$ cat config.mk
export PLATFORM = sky130hd
export DESIGN_NAME = seq_pattern_detector
export DESIGN_NICKNAME = d
export VERILOG_FILES = /design/src/rtl/seq_det_pkg.sv /design/src/rtl/seq_det_hist.sv /design/src/rtl/seq_pattern_detector.sv
export SDC_FILE = /design/constraint.sdc
export NUM_CORES = 1
export LEC_CHECK = 0
export ABC_CLOCK_PERIOD_IN_PS = 1250
export CORE_MARGIN = 2
export CORE_UTILIZATION = 30
export CTS_CLUSTER_SIZE = 24
export DETAILED_ROUTE_END_ITERATION = 12
export SYNTH_ARGS = -nofsm -noshare
export SYNTH_HDL_FRONTEND = slang
export SYNTH_SLANG_ARGS = --single-unit
$ cat constraint.sdc
create_clock -name clock -period 1.25 [get_ports clock]
set_clock_uncertainty 0.2 [all_clocks]
set_input_delay 0.25 -clock clock [delete_from_list [all_inputs] [get_ports clock]]
set_output_delay 0.25 -clock clock [all_outputs]
set_load 0.02 [all_outputs]
$ cat src/rtl/seq_det_pkg.sv
// seq_det_pkg
// Shared constants and helpers for the serial pattern detector.
//   W_MIN / W_MAX : legal range of the pattern length W
//   fill_width()  : width of a counter able to hold 0..W
//   w_legal()     : range check used for the elaboration-time guard
package seq_det_pkg;

    localparam int W_MIN = 2;
    localparam int W_MAX = 32;

    function automatic int fill_width(input int w);
        return $clog2(w + 1);
    endfunction

    function automatic bit w_legal(input int w);
        return (w >= W_MIN) && (w <= W_MAX);
    endfunction

endpackage

$ cat src/rtl/seq_det_hist.sv
// seq_det_hist
// History shift register plus saturating fill counter.
// Ports:
//   clock   in   rising-edge clock
//   reset   in   synchronous active-high reset
//   clear   in   synchronous soft clear (same effect as reset)
//   shift   in   accept bit_in this edge
//   bit_in  in   serial bit shifted in at position 0
//   restart in   on an accept, restart the fill count from 0
//   history out  last W accepted bits, bit 0 newest
//   fill    out  number of valid bits in history, saturates at W
module seq_det_hist
    import seq_det_pkg::*;
#(
    parameter int W      = 4,
    parameter int FILL_W = fill_width(W)
) (
    input  logic              clock,
    input  logic              reset,
    input  logic              clear,
    input  logic              shift,
    input  logic              bit_in,
    input  logic              restart,
    output logic [W-1:0]      history,
    output logic [FILL_W-1:0] fill
);

    localparam logic [FILL_W-1:0] FILL_MAX = FILL_W'(W);

    always_ff @(posedge clock) begin
        if (reset || clear) begin
            history <= '0;
            fill    <= '0;
        end else if (shift) begin
            history <= {history[W-2:0], bit_in};
            // The history register keeps shifting after a non-overlapping
            // match; only the fill count restarts.
            if (restart)
                fill <= '0;
            else if (fill != FILL_MAX)
                fill <= fill + 1'b1;
        end
    end

endmodule

$ cat src/rtl/seq_pattern_detector.sv
// seq_pattern_detector
// Flags when the last W accepted serial bits equal PATTERN (MSB oldest).
// Optional feature macro: SEQ_DET_COUNT_EN enables the saturating match
// counter; without it match_count is tied to zero.
// Ports:
//   clock       in   rising-edge clock
//   reset       in   synchronous active-high reset
//   x_in        in   serial data bit
//   x_valid     in   qualifies x_in this edge
//   clear       in   synchronous soft clear of history, fill and count
//   detect      out  registered one-cycle match pulse
//   history     out  last W accepted bits, bit 0 newest
//   fill        out  valid bits in history, saturates at W
//   match_count out  saturating number of matches
module seq_pattern_detector
    import seq_det_pkg::*;
#(
    parameter int             W       = 4,
    parameter logic [W-1:0]   PATTERN = 4'b1011,
    parameter bit             OVERLAP = 1'b1,
    parameter int             CNT_W   = 8,
    localparam int            FILL_W  = fill_width(W)
) (
    input  logic              clock,
    input  logic              reset,
    input  logic              x_in,
    input  logic              x_valid,
    input  logic              clear,
    output logic              detect,
    output logic [W-1:0]      history,
    output logic [FILL_W-1:0] fill,
    output logic [CNT_W-1:0]  match_count
);

    if (!w_legal(W)) begin : g_w_check
        $error("seq_pattern_detector: W=%0d outside %0d..%0d", W, W_MIN, W_MAX);
    end

    logic [W-1:0] next_hist;
    logic         armed;
    logic         hit;

    // Armed means this accept completes a full window of W bits.
    assign next_hist = {history[W-2:0], x_in};
    assign armed     = (fill >= FILL_W'(W - 1));
    assign hit       = x_valid && armed && (next_hist == PATTERN);

    seq_det_hist #(
        .W      (W),
        .FILL_W (FILL_W)
    ) u_hist (
        .clock   (clock),
        .reset   (reset),
        .clear   (clear),
        .shift   (x_valid),
        .bit_in  (x_in),
        .restart (hit && !OVERLAP),
        .history (history),
        .fill    (fill)
    );

    always_ff @(posedge clock) begin
        if (reset || clear)
            detect <= 1'b0;
        else
            detect <= hit;
    end

`ifdef SEQ_DET_COUNT_EN
    localparam logic [CNT_W-1:0] CNT_MAX = '1;

    always_ff @(posedge clock) begin
        if (reset || clear)
            match_count <= '0;
        else if (hit && (match_count != CNT_MAX))
            match_count <= match_count + 1'b1;
    end
`else
    assign match_count = '0;
`endif

endmodule

# After elaboration in Yosys (flattened, before gate mapping)
# Cells that the tools add are included.
[word_totals] regBits=8 output_inout_bits=16 word_cells=11
[op_classes] addsub=1 n_lt_le_gt_ge=1 n_eq_ne=2 reduce_logical=4
[op_table] cell="4-bit equality test (second input constant)" count=1
[op_table] cell="3-bit by 1-bit adder with 3-bit output (second input constant)" count=1
[op_table] cell="3-bit by 2-bit greater-or-equal comparator with 1-bit output (second input constant)" count=1
[op_table] cell="3-bit inequality test (second input constant)" count=1
[op_table] cell="1-bit logical AND" count=2
[op_table] cell="2-bit AND reduction" count=1
[op_table] cell="1-bit logical OR" count=1

# Depth between registers and ports, before layout
[depth] ltp_word=3 mapped_depth=5

# By module
# A second synthesis with hierarchy kept.
[hier_totals] cells_unflattened=48 hier_area_um2=452.9
[by_module_without_submodules] module="seq_det_hist" n_inst=1 cells_per_inst=34 area_per_inst_um2=336.6 seq_area_each_um2=140.1
[by_module_without_submodules] module="seq_pattern_detector" n_inst=1 cells_per_inst=14 area_per_inst_um2=116.4 seq_area_each_um2=20.0

# Least setup slack after synthesis
# OpenSTA, ideal clock, no wires.
[synth_timing] path_type="reg-to-reg" from="register u_hist.fill[0]" to="register u_hist.fill[1]" setup_time_ps=114 arrival_time_ps=1182 path_slack_ps=-246 path_stages_with_launch=6 path_buffers=0 period_less_slack_ps=1496 path_cell_list="dfxtp_1 > inv_1 > ha_1 > a21boi_2 > mux2i_1 > nor2_1"
[synth_between] elab_chain_cells=2
[synth_rtl] item="start, declared" line_no="seq_det_hist.sv:25" text="output logic [FILL_W-1:0] fill"
[synth_rtl] item="start signal, assigned" line_no="seq_det_hist.sv:41" text="fill <= fill + 1'b1;"
[synth_rtl] item="branches (longest 2 deep; another with 3-bit by 1-bit adder with 3-bit output)"
# Parallel ways; which one is timed is not known.
# A chain may end at the register's enable or synchronous reset.

# Final worst setup path
[layout_timing] from="register u_hist.fill[0]" to="register u_hist.fill[2]"
# The elaborated chain is that of the path after synthesis.

==> metrics.yaml <==
vias_per_cell: 4.24
outcome: "finished with violations"
cts_max_level: 1
fp.dieW_microns: 42.2
critPathArrivalTime_ns: 1.30
nFillCells: 133
muxShareOfSynthArea_pct: 9.17
cts_hold_buf: 0
wl_per_cell_microns: 11.1
rsz0062_at_grt: "yes"
synth.distinct_cells: 18
final_common_cell: "buf_4"
grt_max_degree: 7
tritoncts: "yes"
finalSetupViolCount: 4
failed_checks: "negative setup slack"
coreArea_sq_um: 1330
endpoint_kind: "register"
synth_area_sq_um: 437
num_rows: 13
ys_warn_count: 0
period_minus_slack_ns: 1.36
n_antenna_cell: 0
die_area_sq_um: 1780
drtAntennaViolNets: 0
fin_ws_ns: -0.107
total_power_uw: 598
cts_buffer_depth: 2
finish.utilization_pct: 53.5
crit_type: "register to register"
die_h_microns: 42.2
drt_first_pass_iters: 4
cts_buffers: 3
ys_ff_latch: 8
grt_pass1_wl_microns: 1540
synth-xor-area-share_pct: 2.01
powerDensity_nw_per_um2: 839
wirelength_microns: 978
final_cell_mix: "buf_4, conb_1, buf_2"
io_pins: 21
drt-initial-drc-count: 2
slew_violations: 0
cts-root-buf: "clkbuf_4"
synth_fa_ha_area_share_pct: 8.60
vias: 373
ir_worst_vdd_mv: 0.627
critPathRequiredTime_ns: 1.20
leakagePower_uw: 0.000332
port_buffers: 12
drc: 0
hp-class: "register to register"
drive_above_1_share_pct: 52.1
regArea_sq_um: 169
clk_latency_ns: 0.27
clk_pin_slew_ns: 0.06
hold_violations: 0
synth-compound-area-share_pct: 7.74
antenna_found_initial: 0
post_synth.cell_area_avg_sq_um: 9.29
area_growth_pct: 63.3
place_inst: 83
synth_top_family_by_area: "buffers and inverters"
cts.sink_count: 8
initial_utilization_pct: 32.7
place_congestion: 0.720
grt_pass1_vias: 365
crit_path_start_kind: "register"
netlist_instances: 47
period_share_pct: 109
fin_cells: 88
track_usage_pct: 12.4
cap_violations: 0
place_hpwl_microns: 709
grt-ovfl-total: 0
max_freq_ghz: 0.737
nNetsFinal: 82
ys_seq_area_share_pct: 36.7
yosys.area_share.simple_pct: 13.5
multi_input_area_sq_um: 273
critPathMaxFanout: 3
## sequential cells by signal, indices dropped and copies added, names as in the netlist
| name | flops |
|---|---|
| u_hist.history | 4 |
| detect | 1 |
| u_hist.fill | 3 |
## worst max-delay path: stages (launching register included)
cell and delay (ns):
dfxtp_4 0.35, buf_12 0.13, ha_4 0.15, ha_4 0.25, nand2b_4 0.11, a21oi_2 0.05
## layout make-up
type | instances | area share (%)
well taps | 15 | 2.63
inverters | 4 | 3.16
multi-input cells | 32 | 38.2
flip-flops and latches | 8 | 23.7
clock buffers | 4 | 3.68
repair buffers | 25 | 28.6
## Yosys cell counts
master	instances	area, sq um
a21boi_2	1	11.3
xnor2_1	1	8.76
dfxtp_1	8	160
nand2b_1	1	6.26
a211oi_1	1	7.51
a21oi_1	2	10.0
inv_1	4	15.0
conb_1	1	3.75
buf_6	1	11.3
buf_4	9	67.6
mux2i_1	4	40.0
nor2_1	5	18.8
nand2_1	2	7.51
nor4_2	1	12.5
or2_1	1	6.26
ha_1	3	37.5
nand3b_1	1	7.51
o21ai_0	1	5.00
## path summary, 6_finish.rpt
| kind | cells past startpoint | slack, ns | from | to |
|---|---|---|---|---|
| setup / recovery | 5 | -0.11 | u_hist.fill[0] | u_hist.fill[2] |
| hold / removal | 3 | 0.39 | u_hist.history[3] | u_hist.history[3] |
| setup reg to reg | 5 | -0.11 | u_hist.fill[0] | u_hist.fill[2] |
| hold reg to reg | 3 | 0.39 | u_hist.history[3] | u_hist.history[3] |
## kinds of logic (layout without fill, tap and decap cells)
| kind of cell | after synthesis | after routing |
|---|---|---|
| multiplexers | 4 | 4 |
| AO/OA/AOI/OAI | 5 | 5 |
| buffers and inverters | 14 | 33 |
| flip-flops | 8 | 8 |
| adder cells (fa/ha/maj) | 3 | 3 |
| other | 1 | 8 |
| AND/OR/NAND/NOR | 11 | 11 |
| XOR/XNOR | 1 | 1 |
## repair_timing
action,CTS,global route
pin swaps,3,0
gates resized for setup,39,4
endpoints found under the hold margin,0,0
endpoints found under the setup margin,12,6
setup buffers,1,0
## report_power, final
group | switching, uW | leakage [uW] | internal [uW]
Combinational | 58.3 | 0.000250 | 51.0
Sequential | 3.28 | 0.0000667 | 256
Clock | 107 | 0.0000150 | 123
Total | 168 | 0.000332 | 430
## per-layer routing
| layer | wire (microns) | GRT usage (%) |
|---|---|---|
| met1 | 362 | 11.7 |
| met2 | 505 | 21.9 |
| met3 | 82 | 4.31 |
| met4 | 29 | 9.38 |
| met5 | 0 | 0 |
## stage by stage
step / setup WS (ns) / instance area, sq um / setup TNS [ns] / hold WS (ns)
after detailed placement: -0.253 / 677 / -2.62 / 0.382
final: -0.107 / 713 / -0.303 / 0.387
after CTS: -0.109 / 696 / -0.305 / 0.389
after floorplan: -0.0553 / 514 / -0.0553 / 0.197
after global placement: -0.248 / 677 / -2.50 / 0.387
after global routing: -0.200 / 713 / -0.554 / 0.417
Power figures use the tool's default switching activity.
